### config.mk
export PLATFORM = sky130hd
export DESIGN_NAME = join_pipeline_scheduler
export DESIGN_NICKNAME = d
export VERILOG_FILES = /design/src/rtl/join_pkg.sv /design/src/rtl/result_skid_fifo.sv /design/src/rtl/join_pipeline_scheduler.sv
export SDC_FILE = /design/constraint.sdc
export NUM_CORES = 1
export LEC_CHECK = 0
export ABC_AREA = 1
export CAP_MARGIN = 30
export CORE_MARGIN = 2
export CORE_UTILIZATION = 45
export CTS_CLUSTER_SIZE = 14
export DETAILED_ROUTE_END_ITERATION = 16
export DONT_BUFFER_PORTS = 1
export SETUP_SLACK_MARGIN = 0.3
export SLEW_MARGIN = 40
export SYNTH_ARGS = -nofsm -noshare
export SYNTH_HDL_FRONTEND = slang
export SYNTH_HIERARCHICAL = 1
export SYNTH_SLANG_ARGS = --single-unit
### constraint.sdc
create_clock -name aclk -period 4.9 [get_ports aclk]
set_input_delay 0.98 -clock aclk [delete_from_list [all_inputs] [get_ports aclk]]
set_output_delay 0.98 -clock aclk [all_outputs]
set_load 0.02 [all_outputs]
### src/rtl/join_pkg.sv
// Shared definitions for the stream-R join pipeline scheduler: FSM encoding and
// small helpers for valid-flag indexing and drain length.
package join_pkg;

  typedef enum logic [2:0] {
    StIdle,
    StLoad,
    StProbe,
    StDrain,
    StClear,
    StWaitEmpty
  } state_e;

  // Tuples carry their valid flag in the most significant bit.
  function automatic int unsigned valid_idx(input int unsigned width);
    return width - 1;
  endfunction

  // DRAIN_CYCLES = 2*STAGE_NUMS: long enough for the last window tuple to pass every stage.
  function automatic int unsigned drain_cycles(input int unsigned stages);
    return 2 * stages;
  endfunction

endpackage

### src/rtl/result_skid_fifo.sv
// Two-entry skid FIFO for pipeline results; exposes current and next occupancy so the
// owner can register a pause request one cycle ahead.
module result_skid_fifo #(
  parameter int unsigned WIDTH = 64
) (
  input  logic             clk,
  input  logic             rst_n,
  input  logic             push,
  input  logic [WIDTH-1:0] push_data,
  input  logic             pop,
  output logic [WIDTH-1:0] pop_data,
  output logic [1:0]       occupancy,
  output logic [1:0]       occupancy_next,
  output logic             dropped
);

  logic [WIDTH-1:0] mem0_q, mem1_q;
  logic             wr_ptr_q, rd_ptr_q;
  logic [1:0]       count_q;
  logic             pop_ok, push_ok;

  assign pop_ok    = pop & (count_q != 2'd0);
  // A full FIFO still accepts when the head leaves in the same cycle.
  assign push_ok   = push & ((count_q != 2'd2) | pop_ok);
  assign dropped   = push & ~push_ok;
  assign occupancy = count_q;
  assign pop_data  = (count_q == 2'd0) ? '0 : (rd_ptr_q ? mem1_q : mem0_q);

  always_comb begin
    occupancy_next = count_q;
    if (push_ok && !pop_ok) begin
      occupancy_next = count_q + 2'd1;
    end else if (pop_ok && !push_ok) begin
      occupancy_next = count_q - 2'd1;
    end
  end

  always_ff @(posedge clk) begin
    if (!rst_n) begin
      mem0_q   <= '0;
      mem1_q   <= '0;
      wr_ptr_q <= 1'b0;
      rd_ptr_q <= 1'b0;
      count_q  <= 2'd0;
    end else begin
      if (push_ok && !wr_ptr_q) mem0_q <= push_data;
      if (push_ok && wr_ptr_q)  mem1_q <= push_data;
      if (push_ok) wr_ptr_q <= ~wr_ptr_q;
      if (pop_ok)  rd_ptr_q <= ~rd_ptr_q;
      count_q <= occupancy_next;
    end
  end

endmodule

### src/rtl/join_pipeline_scheduler.sv
// Batch sequencer for the join pipeline: load stream tuples, probe with window tuples,
// drain, clear; also turns the pipeline result tail into a valid/ready stream.
module join_pipeline_scheduler
  import join_pkg::*;
#(
  parameter int unsigned WINDOW_TUPLE_WIDTH = 64,
  parameter int unsigned STREAM_TUPLE_WIDTH = 64,
  parameter int unsigned RESULT_PAIR_WIDTH  = 64,
  parameter int unsigned STAGE_NUMS         = 8,
  parameter int unsigned WLEN_WIDTH         = 32
) (
  input  logic                          aclk,
  input  logic                          aresetn,
  input  logic                          start,
  input  logic [WLEN_WIDTH-1:0]         window_len,
  output logic                          busy,
  output logic                          done,
  input  logic                          s_stream_valid,
  output logic                          s_stream_ready,
  input  logic                          s_stream_last,
  input  logic [STREAM_TUPLE_WIDTH-1:0] s_stream_data,
  input  logic                          s_window_valid,
  output logic                          s_window_ready,
  input  logic [WINDOW_TUPLE_WIDTH-1:0] s_window_data,
  input  logic                          pipe_stream_full,
  output logic                          pipe_stream_clear,
  output logic [STREAM_TUPLE_WIDTH-1:0] pipe_stream_tuple,
  input  logic                          pipe_window_full,
  output logic [WINDOW_TUPLE_WIDTH-1:0] pipe_window_tuple,
  input  logic [RESULT_PAIR_WIDTH-1:0]  pipe_result,
  output logic                          pipe_result_feedback,
  output logic                          m_result_valid,
  input  logic                          m_result_ready,
  output logic [RESULT_PAIR_WIDTH-1:0]  m_result_data,
  output logic                          err_overflow
);

  localparam int unsigned DrainCycles = drain_cycles(STAGE_NUMS);
  localparam int unsigned LoadW       = $clog2(STAGE_NUMS + 1);
  localparam int unsigned DrainW      = $clog2(DrainCycles + 1);
  localparam int unsigned ResultValid = valid_idx(RESULT_PAIR_WIDTH);

  state_e                state_q, state_d;
  logic [WLEN_WIDTH-1:0] win_len_q, win_len_d;
  logic [WLEN_WIDTH-1:0] win_cnt_q, win_cnt_d;
  logic [LoadW-1:0]      load_cnt_q, load_cnt_d;
  logic [DrainW-1:0]     drain_cnt_q, drain_cnt_d;
  logic                  stream_hs, window_hs;

  logic       result_push, result_pop, result_drop;
  logic [1:0] result_occ, result_occ_next;
  logic       feedback_d, err_overflow_d;

  assign busy      = (state_q != StIdle);
  assign stream_hs = s_stream_valid & ~pipe_stream_full;
  assign window_hs = s_window_valid & ~pipe_window_full & ~pipe_result_feedback;

  always_comb begin
    state_d           = state_q;
    win_len_d         = win_len_q;
    win_cnt_d         = win_cnt_q;
    load_cnt_d        = load_cnt_q;
    drain_cnt_d       = drain_cnt_q;
    s_stream_ready    = 1'b0;
    s_window_ready    = 1'b0;
    pipe_stream_tuple = '0;
    pipe_window_tuple = '0;
    pipe_stream_clear = 1'b0;
    done              = 1'b0;
    unique case (state_q)
      StIdle: begin
        if (start) begin
          win_len_d   = window_len;
          win_cnt_d   = '0;
          load_cnt_d  = '0;
          drain_cnt_d = '0;
          state_d     = StLoad;
        end
      end
      StLoad: begin
        s_stream_ready = ~pipe_stream_full;
        if (stream_hs) begin
          pipe_stream_tuple = s_stream_data;
          load_cnt_d        = load_cnt_q + 1'b1;
          if (load_cnt_d == LoadW'(STAGE_NUMS) || s_stream_last) state_d = StProbe;
        end
      end
      StProbe: begin
        // Also covers window_len == 0: nothing is offered, straight to drain.
        if (win_cnt_q == win_len_q) begin
          state_d = StDrain;
        end else begin
          s_window_ready = ~pipe_window_full & ~pipe_result_feedback;
          if (window_hs) begin
            pipe_window_tuple = s_window_data;
            win_cnt_d         = win_cnt_q + 1'b1;
            if (win_cnt_d == win_len_q) state_d = StDrain;
          end
        end
      end
      StDrain: begin
        if (!pipe_result_feedback) begin
          drain_cnt_d = drain_cnt_q + 1'b1;
          if (drain_cnt_d == DrainW'(DrainCycles)) state_d = StClear;
        end
      end
      StClear: begin
        pipe_stream_clear = 1'b1;
        state_d           = StWaitEmpty;
      end
      StWaitEmpty: begin
        if (!pipe_stream_full) begin
          done    = 1'b1;
          state_d = StIdle;
        end
      end
      default: state_d = StIdle;
    endcase
  end

  assign result_push    = pipe_result[ResultValid];
  assign m_result_valid = (result_occ != 2'd0);
  assign result_pop     = m_result_valid & m_result_ready;
  assign feedback_d     = (result_occ_next != 2'd0);
  assign err_overflow_d = err_overflow | result_drop;

  result_skid_fifo #(
    .WIDTH(RESULT_PAIR_WIDTH)
  ) u_result_fifo (
    .clk            (aclk),
    .rst_n          (aresetn),
    .push           (result_push),
    .push_data      (pipe_result),
    .pop            (result_pop),
    .pop_data       (m_result_data),
    .occupancy      (result_occ),
    .occupancy_next (result_occ_next),
    .dropped        (result_drop)
  );

  always_ff @(posedge aclk) begin
    if (!aresetn) begin
      state_q              <= StIdle;
      win_len_q            <= '0;
      win_cnt_q            <= '0;
      load_cnt_q           <= '0;
      drain_cnt_q          <= '0;
      pipe_result_feedback <= 1'b0;
      err_overflow         <= 1'b0;
    end else begin
      state_q              <= state_d;
      win_len_q            <= win_len_d;
      win_cnt_q            <= win_cnt_d;
      load_cnt_q           <= load_cnt_d;
      drain_cnt_q          <= drain_cnt_d;
      pipe_result_feedback <= feedback_d;
      err_overflow         <= err_overflow_d;
    end
  end

endmodule

Word-level counts from Yosys, hierarchy flattened --
Cells that the tools add are included.
Cells by class: shift-type cells 0, div/mod/pow operators 0, multipliers 0, $add $sub $neg 5, order comparisons 0, equality and inequality tests 20, reductions and logical operators 21, mux-type cells 35, bitwise logic cells 16
Operator list (number):
- $mux 64 | 7
- $mux 32 | 3
- $eq 32x32->1 | 2
- $pmux 32 s2 | 1
- $add 32x1->32 const B | 1
- $mux 3 | 9
- $ne 2x2->1 const B | 9
- $pmux 3 s6 | 1
- $mux 5 | 2
- $pmux 5 s2 | 1
- $reduce_bool 2->1 | 5
- $and 1x1->1 | 8
- $mux 4 | 2
- $pmux 4 s2 | 1
- $reduce_and 8->1 | 1
- $eq 3x2->1 const B | 2
- $eq 3x3->1 const B | 2
- $mux 1 | 6
- $ne 3x3->1 const B | 2
- $not 1->1 | 6
- $reduce_and 3->1 | 2
- $add 5x1->5 const B | 1
- $eq 5x5->1 const B | 1
- $add 4x1->4 const B | 1
- 14 further kinds | 21
Word-level totals: flip-flop bits (word level) 210, output and inout bits 200, word-level logic and storage cells 109, bits in writable memories 0, bits in latches 0, bits of input ports 233, memory bits (read-only) 0, memories 0

Logic depth before layout (Yosys ltp) --
Gate-level depths: netlist of the first run.
depth after elaboration 10, mapped depth 18, depth with buffers taken out 18

Modules after synthesis --
Netlist of the first run, hierarchy kept.
Modules (own cells, without submodules):
- result_skid_fifo | seq. area each 2642.5 um^2, cells each 998, area an instance 6233.5 um^2, instances 1
- join_pipeline_scheduler | seq. area each 1561.5 um^2, cells each 1051, area an instance 5893.2 um^2, instances 1

Worst setup path after synthesis of the first run --
OpenSTA, ideal clock, no wires.
path type input -> output, start point in pipe_window_full, end point out pipe_window_tuple[10], path slack 1.818 ns, data required time 3.920 ns, path buffers 2, cell stages on the path 7, arrival 2.102 ns, path through nor2_1 -> nand2_1 -> inv_1 -> clkbuf_1 -> clkbuf_1 -> nand2_1 -> nor2_1
Between the ends: longest elaborated chain between the ends 6
RTL lines:
- from (decl) | RTL line join_pipeline_scheduler.sv:28 | input logic pipe_window_full,
- $not 1->1 | RTL line join_pipeline_scheduler.sv:56 | assign window_hs = s_window_valid & ~pipe_window_full & ~pipe_result_feedback;
- $and 1x1->1 (2 in a row) | RTL line join_pipeline_scheduler.sv:56
- $mux 64 | RTL line join_pipeline_scheduler.sv:94 | if (window_hs) begin
- $mux 64 | RTL line join_pipeline_scheduler.sv:90 | if (win_cnt_q == win_len_q) begin
- $mux 64 | RTL line join_pipeline_scheduler.sv:70 | unique case (state_q)
- to (decl) | RTL line join_pipeline_scheduler.sv:29 | output logic [WINDOW_TUPLE_WIDTH-1:0] pipe_window_tuple,
No other way between the ends.

Final worst setup path of the first run --
start point reg u_result_fifo.count_q[0] (netlist: u_result_fifo/occupancy[0]), end point out m_result_data[59]
Between the ends: longest elaborated chain between the ends 2
RTL lines:
- from (decl) | RTL line result_skid_fifo.sv:19 | logic [1:0] count_q;
- from (signal assigned) | RTL line result_skid_fifo.sv:50 | count_q <= occupancy_next;
- $logic_not 2->1 | RTL line result_skid_fifo.sv:27 | assign pop_data = (count_q == 2'd0) ? '0 : (rd_ptr_q ? mem1_q : mem0_q);
- $mux 64 | RTL line result_skid_fifo.sv:27
- to (decl) | RTL line join_pipeline_scheduler.sv:34 | output logic [RESULT_PAIR_WIDTH-1:0] m_result_data,
No other way between the ends.

==> results.md, run 1 <==
- Status: finished, final reports clean
- CTS Sinks: between 200 and 250
- Post-synth cell types: 38
- Post-CTS Setup Inserts: 0
- Slew @ Worst Pin: roughly 770 ps
- Pwr Density: about 450 mW/mm^2
- RR Startpoint: win_cnt_q[0]$_SDFFE_PN0P_
- Avg Inst Size Synth: between 5 and 6 um^2
- Antenna violations before repair: 15
- Crit. End Element: output pin
- Core region area: 0.0267 mm^2
- First-pass GRT wire length: around 60000 um
- RR Endpoint: win_cnt_q[14]$_SDFFE_PN0P_
- Net count after synthesis: about 2300
- Layout cell share with drive strength beyond 1: 0.0432
- Reg2reg path depth: 15
- CTS max path bufs: 3
- Switching Share: 0.397
- Drt pass-1 iters: 5
- Die W: 168 um
- Post-route ant nets: 0
- Post-CTS Hold Fix Bufs: 0
- Synthesized area: approximately 0.012 mm^2
- Asr flop ratio synth: 0
- Die footprint: 0.0283 mm^2
- Worst slew margin: 0.483
- Critical path launch point type: register
- Starting Density: 0.454
- CTS Buf Count: 24
- Max Slew Vio Count: 0
- Die span in y: between 150 and 200 um
- MaxCap Viol Count: 0
- Arrival time at the worst endpoint: ~2700 ps
- Top_reg_cell synth: dfxtp_1
- Final Hold Violating Endpoints: 0
- IO Port Bufs: 0
- Switching power: approximately 2.3 mW
- #FFs+latches synth: 210
- Sequential Power Share: 0.364
- Unrepaired setup endpoints after global routing: no
- Hold path endpoint: win_len_q[0]$_SDFFE_PN0P_
- Post-Route WL: approximately 39000 um
- Place WS: roughly 1500 ps
- Clock Latency Late Sink: 520 ps
- DRT iter0 DRCs: slightly below 1000
- Pint: approximately 3.6 mW
- Placer Congestion: around 0.94
- Final nets: 2215
- Worst Hold Path Cells: 2
- Worst Hold Class: reg -> reg
- Fin crit period: roughly 3700 ps
- Post-Syn Instances: 2049
- Area Overhead vs Synth: 6.72%
- TritonCTS clock tree: done
- Post-synth EDFFs: 0
- Combinational Power Share: 0.340
- Setup TNS: 0 ps
- Vias: around 12000
- CP Data Required Time: 3920 ps
- Largest net degree at the start of global routing: ~150
- Fmax: 271 MHz
- CTS H-tree depth: 1
- CTS root buf: clkbuf_16
- Vias per cell: just over 5
- Hpwl dp: 28700 um
- Reg clk slew, reported paths: ~60 ps
- WL/cell: around 17 um
- Peak supply drop: roughly 420 uV
- Critical Setup Path Class: reg -> out
- Post-synthesis sequential area ratio: 0.347
- GRT overflow: 0
- Clk pwr share: 0.296
- Critical path fanouts, max: 45
- Leak pwr: roughly 5.9 nW
- Setup Skew: 21.2 ps
- DRC Markers: 0
- Synth Warn #: 6
- Vias in the first global route: between 10000 and 15000
- # IOs: roughly 430
- R2R Setup Slk: roughly 1700 ps
- # setup viols final: 0
- # rows: 60
- Resize count post-CTS: 0
- Hold wc startpoint: win_len_q[0]$_SDFFE_PN0P_
- Period utilisation layout: 0.754
- GRT Util Overall: 0.265
- Setup ws final: ~1200 ps
-- stage by stage --
step                      utilization  hold slack, ps  std cells  instance area (um^2)  total power [mW]
after floorplan                     -             443       2049                 12100              3.74
after global placement          0.453             456       2289                 12100              4.11
after detailed placement        0.455             467       2291                 12200              4.16
after CTS                       0.483             475       2330                 12900              5.90
after global routing            0.484             490       2333                 12900              6.28
final                           0.484             471       2337                 12900              5.89
-- sequential cells by signal (all words and copies together) (netlist names) --
register and cells:
drain_cnt_q 5, err_overflow 1, load_cnt_q 4, pipe_result_feedback 1, state_q 3, u_result_fifo/mem0_q 64, u_result_fifo/mem1_q 64, u_result_fifo/occupancy 2
u_result_fifo/rd_ptr_q 1, u_result_fifo/wr_ptr_q 1, win_cnt_q 32, win_len_q 32
-- layout by cell type (no fill, tap or decap), types with 5 or more instances in the layout --
| cell type | n |
|---|---|
| xor2_1 | 11 |
| nand2_1 | 603 |
| nor3_1 | 9 |
| ha_1 | 5 |
| diode_2 | 6 |
| a21oi_1 | 125 |
| clkbuf_1 | 7 |
| a211oi_1 | 5 |
| dfxtp_1 | 209 |
| o21ai_0 | 98 |
| xnor2_1 | 27 |
| clkbuf_16 | 25 |
| nor2_4 | 6 |
| o21a_1 | 6 |
| nand4_1 | 6 |
| inv_1 | 208 |
| buf_4 | 11 |
| nor2_1 | 503 |
| nand3_1 | 63 |
| nand2_2 | 12 |
| nor2_2 | 6 |
-- kinds of logic after synthesis --
family | synth area share
simple gates | 0.399
buf+inv | 0.114
compound gates | 0.108
flops | 0.347
xor+xnor | 0.0274
fa+ha+maj | 0.00516
-- area by class of cell --
type | instances | area, um^2
antenna | 6 | 15.0
clock inverter | 6 | 82.6
fill | 2793 | 13800
clock buffer | 33 | 666
tap | 341 | 427
sequential | 210 | 4210
inverter | 213 | 801
timing repair buffer | 15 | 163
multi-input combinational | 1513 | 6580
-- cell usage after synthesis, types with 6 or more instances --
master    number  share of area
nand2_1      605           0.19
nor2_1       504           0.16
dfxtp_1      210           0.35
inv_1        210          0.065
a21oi_1      125          0.052
o21ai_0       98          0.040
nand3_1       64          0.026
clkbuf_1      60          0.019
xnor2_1       27          0.020
buf_2         17         0.0070
buf_1         12         0.0037
buf_4         12         0.0074
buf_6         12          0.011
nand2_2       11         0.0057
xor2_1        11         0.0079
nor3_1        10         0.0041
nand4_1        6         0.0031
nor2_4         6         0.0056
o21a_1         6         0.0037
-- routing by layer --
layer  vias to the layer above  share of wire  track usage
met4                        18          0.031       0.0873
met2                       439           0.44        0.423
met5                         -         0.0030            0
met1                      5361           0.41        0.322
li1                       6098              -            -
met3                        75           0.12        0.113
-- how the worst max path moves through the flow --
stage | start | end | slack, ps | depth (start not counted)
global route | u_result_fifo/occupancy[0]$_SDFF_PN0_ | m_result_data[59] | 950 | 6
finish | u_result_fifo/occupancy[0]$_SDFF_PN0_ | m_result_data[59] | 1210 | 6
detailed placement | pipe_window_full | pipe_window_tuple[55] | 1540 | 5
floorplan | pipe_window_full | pipe_window_tuple[10] | 1820 | 7
global placement | pipe_window_full | pipe_window_tuple[2] | 1620 | 5
CTS | u_result_fifo/occupancy[0]$_SDFF_PN0_ | m_result_data[59] | 1190 | 6
-- power by group through the flow --
stage | sequential, mW | combinational, mW | clock (mW)
floorplan | 2.11 | 1.63 | 0
global placement | 2.19 | 1.92 | 0
detailed placement | 2.17 | 1.98 | 0
CTS | 2.14 | 1.99 | 1.77
global route | 2.17 | 2.27 | 1.85
finish | 2.14 | 2.00 | 1.74
-- critical path, cell delays in order, from the launching register on --
cell	delay [ps]
dfxtp_1	360
inv_1	90
ha_1	210
inv_2	570
buf_4	380
o21ai_0	140
a21oi_1	460
No activity file was read; power rests on OpenSTA's default activity.
==> run 2, diff against run 1 <==
==> constraint.sdc (replaced) <==
create_clock -name aclk -period 3.25 [get_ports aclk]
set_input_delay 0.65 -clock aclk [delete_from_list [all_inputs] [get_ports aclk]]
set_output_delay 0.65 -clock aclk [all_outputs]
set_load 0.02 [all_outputs]
==> run 2 against run 1 <==
Effect of this change:
- final area rose by 5.2%
- clock skew fell by 5.0 ps
- wire length rose by 5.8%
- combinational power rose by 68%
- critical path type unchanged
- flip-flop and latch count did not move
- sequential power rose by 50%
- sequential share of layout area fell by 1.5 points
- register-to-register slack got worse by 1100 ps
- first-iteration DRC count fell by 10%
- highest routed layer unchanged
==> results.md, run 2 (same netlist as run 1, synthesis figures left out) <==
- Status: finished, final reports clean
- CTS root buf: clkbuf_16
- Commonest non-fill, non-tap cell in the layout: nand2_1
- CTS Buf Count: 24 (unchanged)
- Antenna violations before repair: 13 (-2)
- Post-CTS Hold Fix Bufs: 0 (unchanged)
- Total power: 9.60 mW (+63%)
- Unrepaired setup endpoints after global routing: yes
- Largest net degree at the start of global routing: 153 (unchanged)
- Final nets: 2250 (+1.6%)
- Sequential Power Share: 0.335 (-0.029)
- Clk pwr share: 0.316 (+0.020)
- Worst Path Buf+Inv: 2 (-1)
- DRC Markers: 0 (unchanged)
- Vias per cell: 5.16 (+0.64%)
- IO Port Bufs: 0 (unchanged)
- Commonest cells after routing, fill and taps aside: nand2_1 (602), nor2_1 (500), inv_1 (208), dfxtp_1 (198), a21oi_1 (110)
- Drt pass-1 iters: 5 (unchanged)
- WL/cell: 17.5 um (+4.0%)
- # IOs: 433 (unchanged)
- Placer Congestion: 0.882 (-6.0%)
- Area Overhead vs Synth: 12.2%
- Combinational Power Share: 0.349 (+0.009)
- Critical path fanouts, max: 8 (-82%)
- Die span in y: 168 um (unchanged)
- Fin crit period: 2880 ps
- Setup TNS: 0 ps (unchanged)
- Critical path launch point type: register
- Top Registers: u_result_fifo/mem0_q: 64 flops, u_result_fifo/mem1_q: 64 flops
- Worst Hold Class: in -> reg
- Pwr Density: 705 mW/mm^2 (+55%)
- MaxCap Viol Count: 0 (unchanged)
- Reg2reg path depth: 14 (-1)
- Max Slew Vio Count: 0 (unchanged)
- RR Endpoint: win_cnt_q[14]$_SDFFE_PN0P_
- First-pass GRT wire length: 60900 um (+3.0%)
- Switching power: 3.72 mW (+59%)
- Layout cell share with drive strength beyond 1: 0.0857 (+0.0425)
- Peak supply drop: 487 uV (+16%)
- Cell at the slowest stage of the critical path: dfxtp_1
- GRT Util Overall: 0.274 (+0.00932)
- R2R Setup Slk: 600 ps (-1110 ps)
- Worst Hold Path Cells: 2 (unchanged)
- Pint: 5.88 mW (+65%)
- Hold wc startpoint: aresetn
- Core region area: 0.0267 mm^2 (unchanged)
- Crit. End Element: output pin
- Reg clk slew, reported paths: 60 ps (about the same)
- Critical Setup Path Class: reg -> out
- # rows: 60 (unchanged)
- RR Startpoint: win_cnt_q[22]$_SDFFE_PN0P_
- Starting Density: 0.454 (unchanged)
- Setup Skew: 16.2 ps (-5.00 ps)
- # setup viols final: 0 (unchanged)
- Leak pwr: 6.23 nW (+5.1%)
- CP startpoint: win_cnt_q[4]$_SDFFE_PN0P_
- Critical path's largest stage delay: 400 ps (-170 ps)
- GRT overflow: 0 (unchanged)
- Post-Route WL: 41700 um (+5.8%)
- Switching Share: 0.387 (-0.00929)
- CTS max path bufs: 3 (unchanged)
- Vias in the first global route: 10700 (+0.84%)
- CTS Sinks: 210 (unchanged)
- Post-route ant nets: 0 (unchanged)
- Slew @ Worst Pin: 748 ps (-25.8 ps)
- Arrival time at the worst endpoint: 2230 ps (-480 ps)
- Worst slew margin: 0.499 (+0.0161)
- Most common cell on crit path: nand2_1
- Period utilisation layout: 0.886
- Die W: 168 um (unchanged)
- Hold path endpoint: u_result_fifo/mem1_q[41]$_SDFFE_PN0P_
- Vias: 12300 (+2.4%)
- Hpwl dp: 29600 um (+3.1%)
- Critical path cell sequence: inv_1, nand2_1, nand2_1, nand2_1, nor2_2, nand3_2, nor2_2, nand2_2, nand2_8, nor3_1, buf_4
- Clock Latency Late Sink: 520 ps (about the same)
- CP Data Required Time: 2600 ps (-1320 ps)
- CTS H-tree depth: 1 (unchanged)
- DRT iter0 DRCs: 869 (-10%)
- Die footprint: 0.0283 mm^2 (unchanged)
- TritonCTS clock tree: done
- Fmax: around 350 MHz
- Final Hold Violating Endpoints: 0 (unchanged)
- Cell family with most CP delay: simple AND/OR/NAND/NOR gates
run 2: power groups by stage:
stage	Clock, mW	Combinational (mW)	Sequential [mW]
finish	3.03	3.35	3.21
CTS	3.10	3.22	3.20
global placement	0	3.13	3.25
detailed placement	0	3.16	3.26
floorplan	0	2.45	3.18
global route	3.20	3.74	3.26
run 2: metrics by stage:
step / util / hold slack, ps / worst slack (ps) / area [um^2] / cells
global route: 0.509 / 248 / 264 / 13600 / 2373
finish: 0.509 / 264 / 370 / 13600 / 2377
detailed placement: 0.463 / 466 / 440 / 12400 / 2319
CTS: 0.500 / 239 / 304 / 13400 / 2368
floorplan: - / 443 / 823 / 12100 / 2049
global placement: 0.463 / 457 / 488 / 12400 / 2319
run 2: how the worst max path moves through the flow:
| stage | endpoint | slack [ps] | depth (start not counted) |
|---|---|---|---|
| 5_1_grt | m_result_data[29] | 260 | 6 |
| 4_1_cts | m_result_data[34] | 300 | 6 |
| 2_1_floorplan | pipe_window_tuple[13] | 820 | 11 |
| 3_5_place_dp | win_cnt_q[16]$_SDFFE_PN0P_ | 440 | 13 |
| 3_3_place_gp | win_cnt_q[14]$_SDFFE_PN0P_ | 490 | 13 |
| 6_report | s_window_ready | 370 | 11 |
run 2: repair_timing:
action	CTS	global route
endpoints found under the setup margin	70	118
gates resized for setup	11	39
endpoints found under the hold margin	0	0
buffers inserted	4	1
pin swaps	1	2
cloned	1	2
run 2: metal layers:
| layer | share of wire | vias to the layer above | global-route usage |
|---|---|---|---|
| li1 | - | 6171 | - |
| met1 | 0.41 | 5482 | 0.351 |
| met2 | 0.44 | 510 | 0.429 |
| met3 | 0.11 | 95 | 0.0933 |
| met4 | 0.036 | 16 | 0.0990 |
| met5 | 0.0021 | - | 0 |
run 2: area by class of cell:
class / instances / area [um^2]
fill: 2756 / 13100
inverter: 213 / 803
antenna: 6 / 15.0
multi-input combinational: 1514 / 6770
clock inverter: 8 / 145
tap: 341 / 427
timing repair buffer: 49 / 477
clock buffer: 36 / 757
sequential: 210 / 4220
==> run 3, diff against run 2 <==
--- a/config.mk
+++ b/config.mk
@@ -7,8 +7,9 @@
 export LEC_CHECK = 0
 export ABC_AREA = 1
 export CAP_MARGIN = 30
-export CORE_MARGIN = 2
+export CORE_MARGIN = 1.5
 export CORE_UTILIZATION = 45
+export CTS_BUF_LIST = sky130_fd_sc_hd__clkbuf_8 sky130_fd_sc_hd__clkbuf_16
 export CTS_CLUSTER_SIZE = 14
 export DETAILED_ROUTE_END_ITERATION = 16
 export DONT_BUFFER_PORTS = 1
==> run 3 against run 2 <==
Effect of this change:
- via count fell by 0.33%
- hold slack lost 14 ps
- sequential power grew 1%
- critical path depth decreased by 3
- clock skew shrank 8.6 ps
- flip-flop and latch count unchanged
- die area shrank 1.2%
- clock power down 6%
- non-clock buffer count down 5
- global-route usage increased by 0.23 points
- power fell by 0.71%
- wire length shrank 0.84%
- critical endpoint is now pipe_window_tuple[62]
- largest power group unchanged
- highest routed layer unchanged
==> results.md, run 3 (same netlist as run 1, synthesis figures left out) <==
- Arrival time at the worst endpoint: 2210 ps (-20 ps)
- Core region area: 0.0263 mm^2 (-1.7%)
- Final Hold Violating Endpoints: 0 (unchanged)
- Worst Hold Class: in -> reg
- Vias per cell: 5.18 (+0.31%)
- Setup Skew: 7.66 ps (-8.56 ps)
- Largest net degree at the start of global routing: 153 (unchanged)
- Top Registers: u_result_fifo/mem0_q: 64 flops, u_result_fifo/mem1_q: 64 flops
- Fin crit period: 2860 ps (-17.0 ps)
- CTS root buf: clkbuf_16
- CP Data Required Time: 2600 ps (about the same)
- Layout cell share with drive strength beyond 1: 0.122 (+0.0364)
- Critical path's largest stage delay: 410 ps (about the same)
- # setup viols final: 0 (unchanged)
- Clock Latency Late Sink: 520 ps (about the same)
- GRT Util Overall: 0.276 (+0.00234)
- CTS max path bufs: 3 (unchanged)
- CTS H-tree depth: 1 (unchanged)
- TritonCTS clock tree: done
- Critical path cell sequence: xor2_1, nor2_1, nand3_2, nor2_4, nand2_4, nand2_8, clkbuf_16, nor2_2
- Critical path launch point type: register
- FILL cells: 2703 (-1.9%)
- CTS Sinks: 210 (unchanged)
- Antenna violations before repair: 9 (-4)
- Leak pwr: 6.22 nW (about the same)
- Vias: 12200 (-0.33%)
- Reg clk slew, reported paths: 60 ps (about the same)
- # rows: 59 (-1.7%)
- Worst slew margin: 0.586 (+0.0869)
- Placer Congestion: 0.923 (+4.6%)
- Cell family with most CP delay: simple AND/OR/NAND/NOR gates
- DP Cell Count: 2309 (-0.43%)
- Final nets: 2245 (-0.22%)
- Die W: 167 um (-0.59%)
- Setup TNS: 0 ps (unchanged)
- Max Slew Vio Count: 0 (unchanged)
- Commonest cells after routing, fill and taps aside: nand2_1 (602), nor2_1 (451), inv_1 (213), dfxtp_1 (198), o21ai_0 (98)
- GRT overflow: 0 (unchanged)
- Post-Route WL: 41300 um (-0.84%)
- Peak supply drop: 387 uV (-21%)
- Worst Path Buf+Inv: 1 (-1)
- Unrepaired setup endpoints after global routing: yes
- DRT iter0 DRCs: 863 (-0.69%)
- First-pass GRT wire length: 61000 um (+0.27%)
- Crit. End Element: output pin
- Area Overhead vs Synth: 14.0%
- Status: finished, final reports clean
- Critical Setup Path Class: reg -> out
- Cell at the slowest stage of the critical path: dfxtp_1
- Pwr Density: 689 mW/mm^2 (-2.3%)
- Hpwl dp: 29400 um (-0.67%)
- Post-route ant nets: 0 (unchanged)
- Post-Layout Cell Count: 2362 (-0.63%)
- Fmax: 349 MHz (+0.59%)
- MaxCap Viol Count: 0 (unchanged)
- Util after Layout: 0.526 (+0.0168)
- Period utilisation layout: 0.881 (-0.00524)
- Slew @ Worst Pin: 622 ps (-126 ps)
- Drt pass-1 iters: 5 (unchanged)
- Critical path fanouts, max: 16 (+8)
- Die footprint: 0.0279 mm^2 (-1.2%)
- # IOs: 433 (unchanged)
- Die span in y: 167 um (-0.59%)
- DRC Markers: 0 (unchanged)
- IO Port Bufs: 0 (unchanged)
- Starting Density: 0.461 (+0.00769)
- CTS Buf Count: 25 (+4.2%)
- WL/cell: 17.5 um (-0.21%)
- Vias in the first global route: 10900 (+1.9%)
- Commonest non-fill, non-tap cell in the layout: nand2_1
## run 3: cell type report
type	count	area, um^2	area share
Multi-Input combinational cell	1513	7030	0.509
Clock inverter	12	131	0.00950
Tap cell	335	419	0.0303
Inverter	213	800	0.0578
Clock buffer	31	708	0.0512
Timing Repair Buffer	44	502	0.0363
Sequential cell	210	4220	0.305
Antenna cell	4	10.0	0.000724
## run 3: worst reg2reg max path: cells and delay by family (launching register included)
| kind | cells | cell delay [ps] |
|---|---|---|
| AO/OA/AOI/OAI | 2 | 220 |
| flip-flops | 1 | 330 |
| AND/OR/NAND/NOR | 9 | 960 |
| buffers and inverters | 2 | 540 |
| XOR/XNOR | 1 | 290 |
## run 3: worst paths after layout
kind,endpoint,start,slack [ps],cells past startpoint
max,pipe_window_tuple[62],win_cnt_q[11]$_SDFFE_PN0P_,390,8
min,u_result_fifo/mem1_q[40]$_SDFFE_PN0P_,aresetn,250,2
max reg2reg,win_cnt_q[21]$_SDFFE_PN0P_,win_cnt_q[31]$_SDFFE_PN0P_,800,14
min reg2reg,win_len_q[4]$_SDFFE_PN0P_,win_len_q[4]$_SDFFE_PN0P_,470,2
## run 3: timing repair
action                                  in CTS  in global routing
endpoints found under the setup margin      78                113
cloned                                       1                  3
hold buffers                                 0                  0
buffers inserted                             1                  1
pin swaps                                    1                  5
gates resized for setup                     41                 97
## run 3: per-stage QoR
stage | setup slack [ps] | hold WS [ps] | power (mW) | cell area [um^2]
floorplan | 823 | 443 | 5.64 | 12100
global placement | 628 | 455 | 6.32 | 12400
detailed placement | 589 | 466 | 6.36 | 12400
CTS | 231 | 239 | 9.33 | 13400
global route | 287 | 248 | 10.1 | 13800
finish | 387 | 249 | 9.53 | 13800
## run 3: layer usage
metal | global-route usage | wire (um)
met1 | 0.338 | 16800
met2 | 0.438 | 18200
met3 | 0.108 | 4580
met4 | 0.107 | 1680
met5 | 0 | 74
## run 3: power breakdown
group | switching, mW | internal (mW)
combinational | 2.37 | 1.04
sequential | 0.301 | 2.95
clock | 1.10 | 1.76
